$ cat config.mk
export PLATFORM = sky130hd
export DESIGN_NAME = uart_cmd_parser
export DESIGN_NICKNAME = d
export VERILOG_FILES = /design/src/rtl/uart_cmd_parser.sv
export SDC_FILE = /design/constraint.sdc
export NUM_CORES = 1
export LEC_CHECK = 0
export BUFFER_PORTS_ARGS = -buffer_cell sky130_fd_sc_hd__buf_2
export CORE_MARGIN = 2
export CORE_UTILIZATION = 40
export DETAILED_ROUTE_END_ITERATION = 6
export RECOVER_POWER = 25
export SYNTH_ARGS = -nofsm -noshare
export SYNTH_HDL_FRONTEND = slang
export SYNTH_SLANG_ARGS = --single-unit
$ cat constraint.sdc
create_clock -name clock -period 4.34 [get_ports clock]
set_input_delay 0.434 -clock clock [delete_from_list [all_inputs] [get_ports clock]]
set_output_delay 0.434 -clock clock [all_outputs]
set_load 0.05 [all_outputs]
$ cat src/rtl/uart_cmd_parser.sv
// Command interpreter between the UART RX/TX FIFOs and an 8-bit register bus.
// Accepts "Waadd<CR>" and "Raa<CR>" lines in ASCII hex and answers over TX.
module uart_cmd_parser #(
    parameter int RD_LATENCY = 1,
    parameter bit ECHO       = 1'b0
) (
    input  logic       clock,
    input  logic       reset_n,
    input  logic       rx_fifo_empty,
    input  logic [7:0] rx_fifo_data,
    output logic       rx_fifo_read_en,
    input  logic       tx_fifo_full,
    output logic [7:0] tx_fifo_data,
    output logic       tx_fifo_write_en,
    output logic [7:0] reg_addr,
    output logic [7:0] reg_wdata,
    output logic       reg_wr,
    output logic       reg_rd,
    input  logic [7:0] reg_rdata,
    output logic       busy,
    output logic       cmd_error
);

    localparam logic [7:0] CR = 8'h0D;
    localparam logic [7:0] LF = 8'h0A;

    typedef enum logic [2:0] {
        S_IDLE,
        S_POP,
        S_GAP,
        S_PARSE,
        S_EXEC_WR,
        S_EXEC_RD,
        S_WAIT_RD,
        S_RESP
    } state_t;

    state_t          state;
    logic [7:0]      rx_byte;
    logic [2:0]      char_idx;
    logic            err;
    logic            cmd_wr;
    logic [7:0]      addr_sh;
    logic [7:0]      wdata_sh;
    logic [3:0][7:0] resp_buf;
    logic [2:0]      resp_len;
    logic [2:0]      resp_ptr;
    logic [2:0]      lat_cnt;
    logic [4:0]      hv;
    logic [7:0]      up;

    // {valid, nibble}; letters are folded to upper case before the range test
    function automatic logic [4:0] hex_val(input logic [7:0] c);
        logic [7:0] u;
        u = c & 8'hDF;
        if (c >= 8'h30 && c <= 8'h39)
            hex_val = {1'b1, c[3:0]};
        else if (u >= 8'h41 && u <= 8'h46)
            hex_val = {1'b1, u[3:0] + 4'd9};
        else
            hex_val = 5'd0;
    endfunction

    function automatic logic [7:0] to_ascii(input logic [3:0] n);
        if (n < 4'd10)
            to_ascii = {4'h3, n};
        else
            to_ascii = 8'h37 + {4'h0, n};
    endfunction

    assign hv   = hex_val(rx_byte);
    assign up   = rx_byte & 8'hDF;
    assign busy = (state != S_IDLE);

    always_ff @(posedge clock) begin
        if (!reset_n) begin
            state            <= S_IDLE;
            rx_byte          <= 8'h00;
            char_idx         <= 3'd0;
            err              <= 1'b0;
            cmd_wr           <= 1'b0;
            addr_sh          <= 8'h00;
            wdata_sh         <= 8'h00;
            resp_buf         <= '0;
            resp_len         <= 3'd0;
            resp_ptr         <= 3'd0;
            lat_cnt          <= 3'd0;
            rx_fifo_read_en  <= 1'b0;
            tx_fifo_data     <= 8'h00;
            tx_fifo_write_en <= 1'b0;
            reg_addr         <= 8'h00;
            reg_wdata        <= 8'h00;
            reg_wr           <= 1'b0;
            reg_rd           <= 1'b0;
            cmd_error        <= 1'b0;
        end else begin
            rx_fifo_read_en  <= 1'b0;
            tx_fifo_write_en <= 1'b0;
            reg_wr           <= 1'b0;
            reg_rd           <= 1'b0;
            cmd_error        <= 1'b0;
            case (state)
                S_IDLE: begin
                    if (!rx_fifo_empty) begin
                        rx_fifo_read_en <= 1'b1;
                        state           <= S_POP;
                    end
                end
                S_POP: begin
                    rx_byte <= rx_fifo_data;
                    state   <= S_GAP;
                end
                S_GAP: begin
                    if (!ECHO || rx_byte == LF) begin
                        state <= S_PARSE;
                    end else if (!tx_fifo_full && !tx_fifo_write_en) begin
                        tx_fifo_data     <= rx_byte;
                        tx_fifo_write_en <= 1'b1;
                        state            <= S_PARSE;
                    end
                end
                S_PARSE: begin
                    state <= S_IDLE;
                    if (rx_byte == CR) begin
                        char_idx <= 3'd0;
                        err      <= 1'b0;
                        if (char_idx == 3'd0) begin
                            state <= S_IDLE;
                        end else if (!err && cmd_wr && char_idx == 3'd5) begin
                            reg_addr  <= addr_sh;
                            reg_wdata <= wdata_sh;
                            reg_wr    <= 1'b1;
                            state     <= S_EXEC_WR;
                        end else if (!err && !cmd_wr && char_idx == 3'd3) begin
                            reg_addr <= addr_sh;
                            reg_rd   <= 1'b1;
                            state    <= S_EXEC_RD;
                        end else begin
                            cmd_error <= 1'b1;
                            resp_buf  <= {8'h00, LF, CR, 8'h3F};
                            resp_len  <= 3'd3;
                            resp_ptr  <= 3'd0;
                            state     <= S_RESP;
                        end
                    end else if (rx_byte != LF) begin
                        if (char_idx != 3'd6)
                            char_idx <= char_idx + 3'd1;
                        case (char_idx)
                            3'd0: begin
                                cmd_wr <= (up == 8'h57);
                                if (up != 8'h57 && up != 8'h52)
                                    err <= 1'b1;
                            end
                            3'd1, 3'd2: begin
                                addr_sh <= {addr_sh[3:0], hv[3:0]};
                                if (!hv[4])
                                    err <= 1'b1;
                            end
                            3'd3, 3'd4: begin
                                wdata_sh <= {wdata_sh[3:0], hv[3:0]};
                                if (!hv[4])
                                    err <= 1'b1;
                            end
                            default: err <= 1'b1;
                        endcase
                    end
                end
                S_EXEC_WR: begin
                    resp_buf <= {8'h00, LF, CR, 8'h4B};
                    resp_len <= 3'd3;
                    resp_ptr <= 3'd0;
                    state    <= S_RESP;
                end
                S_EXEC_RD: begin
                    lat_cnt <= 3'd1;
                    state   <= S_WAIT_RD;
                end
                S_WAIT_RD: begin
                    if (lat_cnt == 3'(RD_LATENCY)) begin
                        resp_buf <= {LF, CR, to_ascii(reg_rdata[3:0]),
                                     to_ascii(reg_rdata[7:4])};
                        resp_len <= 3'd4;
                        resp_ptr <= 3'd0;
                        state    <= S_RESP;
                    end else begin
                        lat_cnt <= lat_cnt + 3'd1;
                    end
                end
                S_RESP: begin
                    // push only every other cycle so full always reflects our last push
                    if (resp_ptr == resp_len) begin
                        state <= S_IDLE;
                    end else if (!tx_fifo_full && !tx_fifo_write_en) begin
                        tx_fifo_data     <= resp_buf[resp_ptr[1:0]];
                        tx_fifo_write_en <= 1'b1;
                        resp_ptr         <= resp_ptr + 3'd1;
                    end
                end
                default: state <= S_IDLE;
            endcase
        end
    end

endmodule

==> run summary, run 1 <==
The run finished, with violations left. The final reports fail on max-capacitance violations. The final instance area came out at 4620 um^2. The endpoint identified for the worst register-to-register timing path is resp_buf[3]$_SDFFE_PN0P_.

The minimum hold slack is 299 ps. The worst-case headroom to the max-slew limit came out at 0.160%. After layout, the design draws a total of 1.57 mW. The number of input and output port buffers inserted came out at 48.

The cell type of the slowest stage on the worst timing path is sky130_fd_sc_hd__a21oi_1. The total of cells resized after clock tree synthesis is 0. The number of library cell types mapped by synthesis came out at 60. The top achievable clock speed came out at 0.402 GHz.

The fraction of layout cells with a size suffix above 1 is 9.90%. The CTS buffer count came out at 9. The number of warning messages in the yosys log came out at 0. The total of fill cells in the finished design is 1,002. For the worst flop-to-flop path, the logic depth is 6. The combined flip-flop and latch cell area came out at 1680 um^2.

The initial antenna violation count came out at 0. The power per cell area is 339 nW/um^2. The first global-routing pass estimated 15,600 um of wire. Measured along the x axis, the die boundary spans 105 um. Grouping stages by cell kind, the critical path spends the most delay in compound AO/OA/AOI/OAI gates. The critical path goes through ha_1 -> ha_1 -> or3b_2 -> a21oi_1 -> a211oi_4 -> o221a_1. The clock root buffer is sky130_fd_sc_hd__clkbuf_8. The final number of setup-violating endpoints came out at 0.

The most instantiated flip-flop cell in the synthesis netlist is sky130_fd_sc_hd__dfxtp_1. The post-route clock skew came out at 10.7 ps. The congestion estimate from routability-driven global placement came to 0.879. The detailed placer's ending HPWL is 6600 um.

The required time at the endpoint of the critical path is 4590 ps. The total wire length after detailed routing came out at 9350 um. The die boundary height came out at 105 um. The mean cell area of the mapped netlist is 8.80 um^2. In the routed design, unresolved DRC markers number 0. The setup TNS came out at 0 ps. The critical path capture point type is a flop. Buffers inserted to repair hold after CTS numbered 0.

The multi-input logic area is 2220 um^2. The number of buffers and inverters on the critical path is 0. The TritonCTS clock tree is yes. The clock tree buffer depth came out at 2. After detailed routing, the average wire length per cell comes to 14.6 um. The destination of the worst hold path is rx_byte[6]$_SDFFE_PN0P_. The starting utilization of the core area came out at 40.6%. The clock tree synthesis step divided the H-tree into 3 levels. The number of nets handed over by synthesis was 502.

The area of the placeable core came out at 10,100 um^2. The cell count after synthesis came out at 468. The combined area of all synthesized cells came out at 4120 um^2. The die outline area is 11,100 um^2. The clock period minus worst slack came out at 2490 ps. By startpoint and endpoint, the worst setup path is classified as flop to flop. The share of synthesized flip-flops with an asynchronous set or reset is 0%. The worst hold path begins at rx_fifo_data[6].

Clock-pin slew was measured on the worst setup and hold paths at 90 ps. The post-detailed-route via-to-cell ratio came out at 5.40. The setup fix buffers added after clock tree synthesis came out at 0. In this run the critical register-to-register path is launched from char_idx[0]$_SDFFE_PN0P_. The total of flip-flops plus latches after synthesis is 84.

Along the worst path, the maximum fanout reaches 12. The final-report hold violation count is 0. For this run the aggregate overflow at the end of global routing stands at 0.

Counting tap cells, the placed design contains a total of 625 instances. After detailed placement, the total cell area comes to 4430 um^2. The final instance count without filler cells is 641. In this design, the stage delay of the slowest critical-path cell is 610 ps. The number of pins with negative max-slew slack in the final report was 0. The area growth from synthesis to final layout came out at 12.1%. The max-cap violation count is 1. The maximum number of pins on one net before global-route repair came out at 62.

The slew at the pin closest to its max-slew limit came out at 1500 ps. The detailed-routing iteration count for the pre-antenna-repair pass is 5. The total routing resource utilization after global routing is 17.4%.

Among the stages of the critical path, the cell type that occurs most often is sky130_fd_sc_hd__ha_1. Setup repair after global routing left no endpoint under its margin. The clock network latency to the later pin of the worst-skew pair came out at 360 ps. Clock tree synthesis found a total of 84 sinks.

At the end of the flow, the number of nets in the layout was 534. The slack of the worst reg-to-reg path is 1850 ps. The final critical-path share of the clock period came out at 57.3%. The total number of vias came out at 3,459. The number of global-route vias before repair came out at 3,241.

The min-delay analysis places its worst path in the category input port to flop. The worst-case IR drop observed on VDD is 0.000151 V. STA classifies the critical path startpoint as a flop.

The count of flip-flops with a built-in enable after synthesis came out at 0. The detailed router finished its first iteration with 195 violations. Data on the critical path arrives at its endpoint at 2740 ps. The sequential element share of the synthesized area is 40.8%.

The leakage component of the power is 1.66 nW. The count of cells along the worst hold path is 3. The floorplan has 37 rows. In this run the remaining antenna-violating nets after routing total 0. The top-level I/O count is 50. The final antenna diode count came out at 0.
worst max-delay path by stage:
| stage | slack (ps) | to | cells past startpoint | from |
|---|---|---|---|---|
| 5_1_grt | 1620 | resp_ptr[0]$_SDFFE_PN0P_ | 6 | char_idx[0]$_SDFFE_PN0P_ |
| 6_report | 1850 | resp_buf[3]$_SDFFE_PN0P_ | 6 | char_idx[0]$_SDFFE_PN0P_ |
| 4_1_cts | 1870 | resp_buf[3]$_SDFFE_PN0P_ | 6 | char_idx[0]$_SDFFE_PN0P_ |
| 3_5_place_dp | 1870 | resp_buf[1]$_SDFFE_PN0P_ | 6 | char_idx[0]$_SDFFE_PN0P_ |
| 3_3_place_gp | 1950 | resp_buf[0]$_SDFFE_PN0P_ | 6 | char_idx[0]$_SDFFE_PN0P_ |
| 2_1_floorplan | 2110 | resp_buf[1]$_SDFFE_PN0P_ | 7 | char_idx[0]$_SDFFE_PN0P_ |
cell type report:
class	instances	area share (%)
Clock buffer	11	3.06
Timing Repair Buffer	54	5.31
Clock inverter	5	1.82
Multi-Input combinational cell	332	48.2
Inverter	19	1.54
Tap cell	136	3.69
Sequential cell	84	36.4
synth_stat cells, types with 13 or more instances:
cell type                   n  area (um^2)
sky130_fd_sc_hd__nand3_1   17         85.1
sky130_fd_sc_hd__nor2_1    30          113
sky130_fd_sc_hd__a21oi_1   27          135
sky130_fd_sc_hd__o21ai_0   16         80.1
sky130_fd_sc_hd__mux2i_1   31          310
sky130_fd_sc_hd__inv_1     17         63.8
sky130_fd_sc_hd__a31oi_1   13         81.3
sky130_fd_sc_hd__dfxtp_1   84         1680
sky130_fd_sc_hd__clkbuf_1  28          105
sky130_fd_sc_hd__nand2_1   52          195
sky130_fd_sc_hd__ha_1      14          175
worst min-delay path, stage by stage:
cell                      delay [ps]
sky130_fd_sc_hd__buf_2            80
sky130_fd_sc_hd__a21oi_1          50
sky130_fd_sc_hd__nor2_1           70
power by group:
part           total (mW)  internal, mW  switching, mW
logic               0.133        0.0475         0.0851
registers           0.805         0.785         0.0199
clock network       0.628         0.342          0.286
flip-flops by register name, indices dropped and copies added, names as in the netlist, 3 cells and up:
register,flops
char_idx,3
resp_buf,17
resp_ptr,3
addr_sh,8
rx_byte,8
tx_fifo_data,7
reg_addr,8
lat_cnt,3
wdata_sh,8
reg_wdata,8
state,3
routing by layer:
| layer | up-vias | part of all wire (%) | track usage [%] |
|---|---|---|---|
| met5 | - | 0 | 0 |
| met4 | 0 | 1.0 | 5.26 |
| met3 | 9 | 3.9 | 3.77 |
| met2 | 66 | 47 | 28.2 |
| met1 | 1614 | 48 | 23.3 |
| li1 | 1770 | - | - |
metrics by stage:
stage	util [%]	worst slack [ps]
final	45.5	1850
after global routing	45.5	1620
after CTS	45.9	1870
after detailed placement	43.7	1870
after global placement	43.7	1950
after floorplan	-	2110
cells in the final DEF, fill, tap and decap left out, types with 3 or more instances in the layout:
master and count:
sky130_fd_sc_hd__a31oi_1 13, sky130_fd_sc_hd__and3_1 5, sky130_fd_sc_hd__a22oi_1 4, sky130_fd_sc_hd__or3_1 3
sky130_fd_sc_hd__a311oi_1 5, sky130_fd_sc_hd__clkbuf_8 10, sky130_fd_sc_hd__nand2b_1 5, sky130_fd_sc_hd__a21oi_1 27
sky130_fd_sc_hd__ha_1 14, sky130_fd_sc_hd__o21bai_1 3, sky130_fd_sc_hd__nor2_1 30, sky130_fd_sc_hd__a211oi_1 9
sky130_fd_sc_hd__o31ai_1 8, sky130_fd_sc_hd__mux2i_1 31, sky130_fd_sc_hd__nor3_1 9, sky130_fd_sc_hd__o21a_1 5
sky130_fd_sc_hd__o221a_1 6, sky130_fd_sc_hd__o21ai_0 16, sky130_fd_sc_hd__clkbuf_1 29, sky130_fd_sc_hd__buf_2 22
sky130_fd_sc_hd__nand4_1 9, sky130_fd_sc_hd__nand2_1 52, sky130_fd_sc_hd__dfxtp_1 84, sky130_fd_sc_hd__buf_4 4
sky130_fd_sc_hd__o211a_1 3, sky130_fd_sc_hd__xnor2_1 4, sky130_fd_sc_hd__inv_1 17, sky130_fd_sc_hd__nor4_1 7
sky130_fd_sc_hd__nor3b_1 5, sky130_fd_sc_hd__nor2b_1 6, sky130_fd_sc_hd__nand3_1 17
logic make-up after synthesis:
logic type / after synthesis / synth area share, %
and+or+nand+nor: 163 / 20.0
buffers and inverters: 52 / 5.22
AOI/OAI and AO/OA: 114 / 19.4
xor gates and xnor gates: 6 / 1.28
adders and majority gates: 14 / 4.25
muxes: 34 / 8.90
other: 1 / 0.0910
DFF: 84 / 40.8
Power figures use the tool's default switching activity.
==> run 2: changes to the inputs <==
Clock period 4.34 ns to 2.5 ns, I/O delays scaled along.
==> run 2 against run 1 <==
The flow now finishes without violations. Cell count grew 1.7%. Sequential cell count unchanged. Sequential share of layout area is 0.51 points lower. Largest cell class unchanged.
==> run summary, run 2 (synthesis gave the netlist of run 1 again) <==
Result of the run: finished, final reports clean (was complete, but fails checks). Top library cells by usage in the layout, fill and taps aside: 84 x sky130_fd_sc_hd__dfxtp_1, 52 x sky130_fd_sc_hd__nand2_1, 31 x sky130_fd_sc_hd__mux2i_1, 30 x sky130_fd_sc_hd__nor2_1, 29 x sky130_fd_sc_hd__clkbuf_1 (unchanged). The total of fill cells in the finished design came out at 1,018 (was 1,002). The total of cells resized after clock tree synthesis is 0 (unchanged). The clock transition at the registers of the reported paths is 90 ps (about the same).

The initial antenna violation count was 0 (unchanged). The final number of setup-violating endpoints came out at 0 (unchanged). The row count is 37 (unchanged). The largest register by flop count is resp_buf (unchanged). The clock network latency to the later pin of the worst-skew pair was 350 ps (was 360 ps). The TritonCTS clock tree is yes (unchanged). The leakage component of the power is 1.70 nW (was 1.66 nW). The final-report hold violation count came out at 0 (unchanged). The total routing resource utilization after global routing is 17.6% (was 17.4%). The deepest level of the CTS H-tree is 3 (unchanged). The number of input and output port buffers inserted is 48 (unchanged). The number of flip-flops in the largest register came to 17 (unchanged). The most frequent standard cell in the layout excluding fill and tap cells was sky130_fd_sc_hd__dfxtp_1 (unchanged).

The path category of the worst min-delay check is input port to flop (unchanged). The area growth from synthesis to final layout is 13.6% (was 12.1%). The worst-case headroom to the max-slew limit came out at 58.7% (was 0.160%).

The final weighted congestion in routability-driven placement came to 0.874 (was 0.879). The final routed DRC violation total is 0 (unchanged). The required time at the endpoint of the critical path came out at 2800 ps (was 4590 ps). The die boundary height is 105 um (unchanged). The maximum resistive drop on vdd came out at 0.000302 V (was 0.000151 V). The CTS buffer count came to 9 (unchanged).

The total number of vias is 3,509 (was 3,459). The max-cap violation count came out at 0 (was 1). The post-detailed-route via-to-cell ratio is 5.38 (was 5.40). The kind of start point of the critical path was a flop (unchanged). The clock period minus worst slack came out at 2260 ps (was 2490 ps).

The number of global-route vias before repair was 3,287 (was 3,241). The cell type of the slowest stage on the worst timing path was sky130_fd_sc_hd__or4_4 (was sky130_fd_sc_hd__a21oi_1). The post-layout total power is 2.61 mW (was 1.57 mW). The number of nets at the end of the flow is 545 (was 534).

The total grt overflow came out at 0 (unchanged). The detailed placer's ending HPWL came out at 7020 um (was 6600 um). The top-level I/O count is 50 (unchanged).

The setup fix buffers added after clock tree synthesis is 0 (unchanged). The number of pins with negative max-slew slack in the final report came out at 0 (unchanged). The final worst-path setup slack came out at 240 ps (was 1850 ps). The cts-stage hold buffer count is 0 (unchanged). Worst path cell trace: inv_1 -> ha_1 -> nor2b_1 -> or4_4 -> a211oi_4 -> buf_4 -> o221a_1 (was ha_1 -> ha_1 -> or3b_2 -> a21oi_1 -> a211oi_4 -> o221a_1).

The detailed router's first-iteration violation count came to 114 (was 195). The setup TNS came out at 0 ps (unchanged). The clock root buffer is sky130_fd_sc_hd__clkbuf_8 (unchanged). The final critical-path share of the clock period was 90.4% (was 57.3%).

The total wire length after detailed routing came to 9510 um (was 9350 um). The critical path capture point type is a flop (unchanged). The clock tree buffer depth is 2 (unchanged).

The slack of the worst reg-to-reg path is 240 ps (was 1850 ps). The power per cell area came out at 558 nW/um^2 (was 339 nW/um^2). The final instance count without filler cells came to 652 (was 641). The detailed-routing iteration count for the pre-antenna-repair pass came to 5 (unchanged). The final instance area is 4680 um^2 (was 4620 um^2). The maximum number of pins on one net before global-route repair is 62 (unchanged).

The starting utilization of the core area is 40.6% (unchanged). The minimum hold slack is 122 ps (was 299 ps). The largest fanout of any net on the critical path came out at 12 (unchanged). The horizontal die dimension came out at 105 um (unchanged). The core utilization of the finished layout came to 46.2% (was 45.5%). The area of the placeable core is 10,100 um^2 (unchanged). The wire length of the first global-routing pass is 15,900 um (was 15,600 um). The start-to-end type of the worst setup path is flop to flop (unchanged). RSZ-0062 raised after global routing: false (unchanged). The top achievable clock speed is 0.443 GHz (was 0.402 GHz). The delay contributed by the slowest stage of the critical path is 640 ps (was 610 ps). The routed length per placed instance is 14.6 um (about the same). The post-route clock skew came out at 12.4 ps (was 10.7 ps).

The setup slack at placement came out at 250 ps (was 1870 ps). The CTS sink count is 84 (unchanged). The number of nets with antenna violations after routing was 0 (unchanged). The post-placement cell count came out at 636 (was 625). The die outline area came out at 11,100 um^2 (unchanged). The fraction of layout cells with a size suffix above 1 is 11.8% (was 9.90%). The post-placement cell area is 4510 um^2 (was 4430 um^2). The final antenna diode count was 0 (unchanged).

The arrival time reported for the critical path endpoint came out at 2560 ps (was 2740 ps). The slew at the pin closest to its max-slew limit was 616 ps (was 1500 ps).
## run 2: cell types whose count changed in the layout (fill, tap and decap cells not counted), sizes merged
cell	before	now
inv	18	17
bufinv	2	1
buf	26	37
clkinvlp	2	3
clkinv	2	3
## run 2: worst max-delay path, delay by kind of cell, from the launching register on
kind / cells / cell delay (ps)
and+or+nand+nor: 2 / 840
AOI/OAI and AO/OA: 2 / 440
DFF: 1 / 400
buffers and inverters: 2 / 300
adders and majority gates: 1 / 230
## run 2: final cells by class
type	count	area (um^2)	share of cell area, %
multi-input combinational	332	2220	47.5
clock buffer	11	141	3.02
inverter	19	71.3	1.52
clock inverter	5	61.3	1.31
timing repair buffer	65	333	7.11
sequential	84	1680	35.9
tap	136	170	3.63
## run 2: per-layer routing
metal / wire [um] / part of all wire, % / global-route usage [%] / vias up
met5: 0 / 0 / 0 / -
met4: 112 / 1.2 / 5.73 / 0
met3: 383 / 4.0 / 3.59 / 8
met2: 4570 / 48 / 29.4 / 71
met1: 4450 / 47 / 22.6 / 1651
li1: - / - / - / 1779
## run 2: final timing paths
| path | startpoint | end | cells after the start |
|---|---|---|---|
| setup / recovery | char_idx[0]$_SDFFE_PN0P_ | resp_buf[2]$_SDFFE_PN0P_ | 7 |
| hold / removal | rx_fifo_data[0] | rx_byte[0]$_SDFFE_PN0P_ | 3 |
| setup reg to reg | char_idx[0]$_SDFFE_PN0P_ | resp_buf[2]$_SDFFE_PN0P_ | 7 |
| hold reg to reg | reg_wdata[6]$_SDFFE_PN0P_ | reg_wdata[6]$_SDFFE_PN0P_ | 2 |
## run 2: power by group
part | internal, mW | switching, mW
Combinational | 0.0920 | 0.157
Clock | 0.491 | 0.481
Sequential | 1.36 | 0.0286
Total | 1.95 | 0.666
